--- config.mk ---
export PLATFORM = sky130hd
export DESIGN_NAME = up_count_monitor
export DESIGN_NICKNAME = d
export VERILOG_FILES = /design/src/rtl/up_count_monitor.sv
export SDC_FILE = /design/constraint.sdc
export NUM_CORES = 1
export LEC_CHECK = 0
export ABC_AREA = 1
export BUFFER_PORTS_ARGS = -buffer_cell sky130_fd_sc_hd__buf_2
export CAP_MARGIN = 20
export CORE_MARGIN = 10
export CORE_UTILIZATION = 57
export DETAILED_ROUTE_END_ITERATION = 8
export GPL_ROUTABILITY_DRIVEN = 0
export PLACE_DENSITY = 0.86
export SYNTH_ARGS = -nofsm -noshare
export SYNTH_HDL_FRONTEND = slang
export SYNTH_SLANG_ARGS = --single-unit
--- constraint.sdc ---
create_clock -name clk -period 4 [get_ports clk]
set_input_delay 0 -clock clk [delete_from_list [all_inputs] [get_ports clk]]
set_output_delay 0 -clock clk [all_outputs]
set_load 0.01 [all_outputs]
--- src/rtl/up_count_monitor.sv ---
// Sampling monitor for a free-running up counter: checks +1 modulo 2^WIDTH steps,
// flags wraps, upstream restarts and compare matches, and keeps a saturating wrap count.
module up_count_monitor #(
    parameter int WIDTH      = 4,
    parameter int WRAP_WIDTH = 8
) (
    input  logic                  clk,
    input  logic                  rst,
    input  logic [WIDTH-1:0]      count_in,
    input  logic [WIDTH-1:0]      cmp_val,
    input  logic                  clr,
    output logic                  match_pulse,
    output logic                  wrap_pulse,
    output logic                  restart_pulse,
    output logic [WRAP_WIDTH-1:0] wrap_cnt,
    output logic                  wrap_sat,
    output logic                  seq_err
);

    typedef enum logic {
        IDLE  = 1'b0,
        TRACK = 1'b1
    } state_t;

    localparam logic [WIDTH-1:0]      CNT_ZERO  = {WIDTH{1'b0}};
    localparam logic [WIDTH-1:0]      CNT_ONE   = {{(WIDTH-1){1'b0}}, 1'b1};
    localparam logic [WIDTH-1:0]      CNT_MAX   = {WIDTH{1'b1}};
    localparam logic [WRAP_WIDTH-1:0] WRAP_ZERO = {WRAP_WIDTH{1'b0}};
    localparam logic [WRAP_WIDTH-1:0] WRAP_ONE  = {{(WRAP_WIDTH-1){1'b0}}, 1'b1};
    localparam logic [WRAP_WIDTH-1:0] WRAP_MAX  = {WRAP_WIDTH{1'b1}};

    state_t                  state_q, state_d;
    logic [WIDTH-1:0]        prev_q, prev_d;
    logic                    match_q, match_d;
    logic                    wrap_q, wrap_d;
    logic                    restart_q, restart_d;
    logic [WRAP_WIDTH-1:0]   wrap_cnt_q, wrap_cnt_d;
    logic                    wrap_sat_q, wrap_sat_d;
    logic                    seq_err_q, seq_err_d;

    logic [WIDTH-1:0]        exp_s;
    logic [WRAP_WIDTH-1:0]   wrap_cnt_inc_s;

    assign exp_s          = prev_q + CNT_ONE;
    assign wrap_cnt_inc_s = (wrap_cnt_q != WRAP_MAX) ? (wrap_cnt_q + WRAP_ONE) : wrap_cnt_q;

    // State and output registers, cleared asynchronously by rst
    always_ff @(posedge clk or negedge rst) begin
        if (!rst) begin
            state_q    <= IDLE;
            prev_q     <= CNT_ZERO;
            match_q    <= 1'b0;
            wrap_q     <= 1'b0;
            restart_q  <= 1'b0;
            wrap_cnt_q <= WRAP_ZERO;
            wrap_sat_q <= 1'b0;
            seq_err_q  <= 1'b0;
        end else begin
            state_q    <= state_d;
            prev_q     <= prev_d;
            match_q    <= match_d;
            wrap_q     <= wrap_d;
            restart_q  <= restart_d;
            wrap_cnt_q <= wrap_cnt_d;
            wrap_sat_q <= wrap_sat_d;
            seq_err_q  <= seq_err_d;
        end
    end

    // Next-state: classify the new sample against the previous one
    always_comb begin
        state_d    = state_q;
        prev_d     = prev_q;
        match_d    = 1'b0;
        wrap_d     = 1'b0;
        restart_d  = 1'b0;
        wrap_cnt_d = wrap_cnt_q;
        wrap_sat_d = wrap_sat_q;
        seq_err_d  = seq_err_q;

        if (clr) begin
            state_d    = IDLE;
            prev_d     = CNT_ZERO;
            wrap_cnt_d = WRAP_ZERO;
            wrap_sat_d = 1'b0;
            seq_err_d  = 1'b0;
        end else begin
            case (state_q)
                IDLE: begin
                    state_d = TRACK;
                    prev_d  = count_in;
                    match_d = (count_in == cmp_val);
                end
                TRACK: begin
                    prev_d  = count_in;
                    // A hold (count_in == prev) must not re-fire a match
                    match_d = (count_in == cmp_val) && (count_in != prev_q);
                    if (count_in == exp_s) begin
                        if (exp_s == CNT_ZERO) begin
                            wrap_d     = 1'b1;
                            wrap_cnt_d = wrap_cnt_inc_s;
                            if (wrap_cnt_inc_s == WRAP_MAX) begin
                                wrap_sat_d = 1'b1;
                            end else begin
                                wrap_sat_d = wrap_sat_q;
                            end
                        end else begin
                            wrap_d = 1'b0;
                        end
                    end else if ((count_in == CNT_ZERO) && (prev_q != CNT_MAX) && (prev_q != CNT_ZERO)) begin
                        restart_d = 1'b1;
                    end else if (count_in == prev_q) begin
                        restart_d = 1'b0;
                    end else begin
                        seq_err_d = 1'b1;
                    end
                end
                default: begin
                    state_d = IDLE;
                    prev_d  = CNT_ZERO;
                end
            endcase
        end
    end

    assign match_pulse   = match_q;
    assign wrap_pulse    = wrap_q;
    assign restart_pulse = restart_q;
    assign wrap_cnt      = wrap_cnt_q;
    assign wrap_sat      = wrap_sat_q;
    assign seq_err       = seq_err_q;

endmodule

==> results.txt <==
----------------------------------------------------
[Routing]
  Post-detailed-route wirelength per cell ... 13.54 µm
  Total length of routed met2 wires ... roughly 1400 µm
  Initial DRC count ... 55
  Wire length on met1 ... about 1300 µm
  Highest Signal Layer ... met4
  Total via count in the routed design ... ~1200
  Mean number of vias per cell ... 5.261
  Aggregate routed wire length ... 3005 µm
  Residual DRC count ... 0
  Detailed-routing iteration count for the pre-antenna-repair pass ... 4
  Total met3 wirelength after detailed routing ... about 270 µm
  Count of nets left with antenna violations after detail routing ... 0

[Timing]
  Fraction of the cycle the final worst path needs ... 53.89%
  Transition time at the pin with the least slew margin ... roughly 0.41 ns
  Final hold violation count ... 0
  Final hold slack ... 0.03970 ns
  Worst slew margin ... between 70% and 80%
  Total negative slack for setup checks ... 0 ns
  Post-route minimum period ... between 2 and 2.5 ns
  Number of setup violations in the final report ... 0
  Final setup skew ... 0.002614 ns
  Maximum achievable frequency ... 0.4639 GHz
  Number of pins exceeding their max-slew limit in the final report ... 0
  Unrepaired setup endpoints after global routing ... false

[Synth]
  Post-Synthesis Net Count ... 176
  Avg Inst Size Synth ... 7.191 µm²
  Ys Warns ... 0
  Synth Area in Compound Gates ... 7.089%
  Synthesized cell area ... 1165 µm²
  Post-Syn Instances ... 162
  Number of unique standard cell types used by synthesis ... 27
  Top cells by count, synth ... sky130_fd_sc_hd__nand2_1 (51), sky130_fd_sc_hd__nand3_1 (21), sky130_fd_sc_hd__dfrtp_1 (18), sky130_fd_sc_hd__inv_1 (14), sky130_fd_sc_hd__nor2_1 (14)
  Largest family of logic cells by synthesized area ... simple AND/OR/NAND/NOR gates
  Area share of and/or/nand/nor cells after synthesis ... 41.35%
  #FFs+latches synth ... 18
  Synthesized-area fraction occupied by adder cells ... about 3.2%
  Portion of the post-synthesis area used by sequential elements ... 38.67%
  Number of synthesized flops with an enable pin ... 0
  Portion of netlist area occupied by mux cells ... 0%
  Top-count cell post-synth ... sky130_fd_sc_hd__nand2_1
  Area share of the leading cell type in the synthesized netlist ... slightly below 40%
  Synth Area in XOR/XNOR ... about 2.3%
  Most used DFF post-synth ... sky130_fd_sc_hd__dfrtp_1
  Cell type with the largest total area after synthesis ... sky130_fd_sc_hd__dfrtp_1
  Main area contributors after synthesis ... sky130_fd_sc_hd__dfrtp_1 (39%), sky130_fd_sc_hd__nand2_1 (16%), sky130_fd_sc_hd__nand3_1 (9.0%)
  Async set or reset register ratio after synthesis ... between 90% and 100%

[Pwr]
  Power density over the cells ... 250.1 nW/µm²
  Leakage power figure ... 0.0007299 µW
  Total power of the final layout ... 354.0 µW
  Max IR drop VDD ... around 220 µV

[Clocking]
  Buffer levels on the longest clock path ... 2
  Count of buffers added by post-CTS timing repair for setup ... 0
  Sink Count ... 18
  Clock slew at reported path FFs ... approximately 0.11 ns
  CTS buffer count ... 3
  Cell chosen for the clock root ... sky130_fd_sc_hd__clkbuf_4
  Clock latency of the later-clocked register in the worst-skew pair ... 0.29 ns
  CTS tree ... built
  Total number of H-tree levels ... 1

[Finish]
  Final layout net count ... 210
  Fill cell instance count of the final layout ... 160
  Filler-free cell count of the finished design ... 222
  Fraction of layout cells with a size suffix above 1 ... 24.10%
  Area added between synthesis and finish ... 21.48%
  Number of diodes ... 0

[Setup path]
  Data required time at the worst endpoint ... 4.24 ns
  Arr. time, crit path ... 2.40 ns
  Path type of the worst setup path ... primary input to flip-flop
  Critical path peak fanout ... 4
  Type of element capturing the critical path ... flip-flop
  Startpoint kind of the worst setup timing path ... primary input
  Reg2Reg Depth ... 13

[Placement]
  IO buf count ... 23
  Estimated wirelength of the detail-placed design ... 2273 µm
  Cell Count Post-Placement ... around 210

[Floorplanning]
  Total number of placement rows ... 16
  Chip Height ... between 60 and 70 µm
  Initial core utilization ... 59.37%
  Top-level port count ... 24
  Area inside the core boundary ... 1962 µm²
  Chip Width ... approximately 65 µm
  Area of the die ... 4252 µm²

[Min path]
  Path type of the worst min-delay path ... primary input to flip-flop
  Hold Crit Depth ... 2

[Status]
  Result of the run ... complete, no violations

[Run]
  Max-capacitance violation count ... 0

[GRT]
  Global-route wire length before repair ... 4961 µm
  Total global-route track usage ... roughly 14%
  Leftover overflow at the end of global routing ... 0
  Number of antenna violations at the first check in global routing ... 0
  Largest net degree at the start of global routing ... 19
  Vias in the first global route ... 1145

----------------------------------------------------
-- repair_timing --
item                      4_1_cts  5_1_grt
hold endpoints to repair       22        0
resized for setup               0        0
hold buffers                    7        0
-- worst paths after layout --
kind	start	end	slack, ns
max	count_in[0]	match_pulse	1.84
min	clr	wrap_sat	0.04
max reg2reg	prev_q[0]	wrap_cnt[2]	2.11
min reg2reg	wrap_sat	wrap_sat	0.52
max in group asynchronous	rst	wrap_cnt[4]	3.56
min in group asynchronous	rst	seq_err	0.15
-- kinds of logic (layout without fill, tap and decap cells) --
family / after synthesis / after routing
DFF: 18 / 18
adders and majority gates: 3 / 3
and+or+nand+nor: 103 / 103
xor gates and xnor gates: 3 / 3
AOI/OAI and AO/OA: 13 / 13
buffers and inverters: 22 / 55
-- placed cells by master (no fill, tap or decap), types with 3 or more instances in the layout --
master	count
sky130_fd_sc_hd__nor2_1	14
sky130_fd_sc_hd__nand3_1	21
sky130_fd_sc_hd__o21ai_2	3
sky130_fd_sc_hd__inv_1	14
sky130_fd_sc_hd__o21ai_1	3
sky130_fd_sc_hd__inv_2	5
sky130_fd_sc_hd__nand2_2	3
sky130_fd_sc_hd__nand2_1	51
sky130_fd_sc_hd__buf_2	23
sky130_fd_sc_hd__o21ai_0	3
sky130_fd_sc_hd__dfrtp_1	18
sky130_fd_sc_hd__ha_1	3
sky130_fd_sc_hd__clkbuf_4	3
sky130_fd_sc_hd__dlygate4sd3_1	7
sky130_fd_sc_hd__nand4_1	4
-- critical path, cell delays in order --
cell and delay (ns):
sky130_fd_sc_hd__dlygate4sd3_1 0.54, sky130_fd_sc_hd__buf_2 0.14, sky130_fd_sc_hd__inv_1 0.12, sky130_fd_sc_hd__or2_2 0.13, sky130_fd_sc_hd__nand3_1 0.05, sky130_fd_sc_hd__dlygate4sd3_1 0.55
sky130_fd_sc_hd__nor4_1 0.29, sky130_fd_sc_hd__dlygate4sd3_1 0.59
-- per-stage QoR --
step | worst slack [ns] | area [µm²] | utilization, %
3_3_place_gp | 2.275 | 1309 | 66.71
3_5_place_dp | 2.182 | 1309 | 66.71
6_report | 1.845 | 1415 | 72.13
5_1_grt | 1.744 | 1415 | 72.13
4_1_cts | 1.911 | 1415 | 72.13
2_1_floorplan | 2.375 | 1165 | -
-- where the power goes --
group          internal, µW  switching (µW)
Clock                  55.5            59.7
Combinational          19.6            29.3
Sequential              186            4.22
Total                   261            93.2
-- state kept, by name, indices dropped and copies added (netlist names) --
name and cells:
wrap_cnt 8, prev_q 4, match_pulse 1, restart_pulse 1, seq_err 1, state_q 1, wrap_pulse 1, wrap_sat 1
-- area by class of cell --
| type | instances | area (µm²) | area share [%] |
|---|---|---|---|
| multi-input combinational | 122 | 628.1 | 44.39 |
| inverter | 21 | 81.33 | 5.747 |
| timing repair buffer | 30 | 185.2 | 13.09 |
| tap | 27 | 33.78 | 2.387 |
| sequential | 18 | 450.4 | 31.83 |
| clock buffer | 4 | 36.28 | 2.564 |
-- per-layer routing --
layer | track usage, % | vias up
met5 | 0 | -
met4 | 4.278 | 0
met3 | 4.915 | 4
met2 | 23.17 | 45
met1 | 16.80 | 530
li1 | - | 589
(Power assumes the default switching activity.)
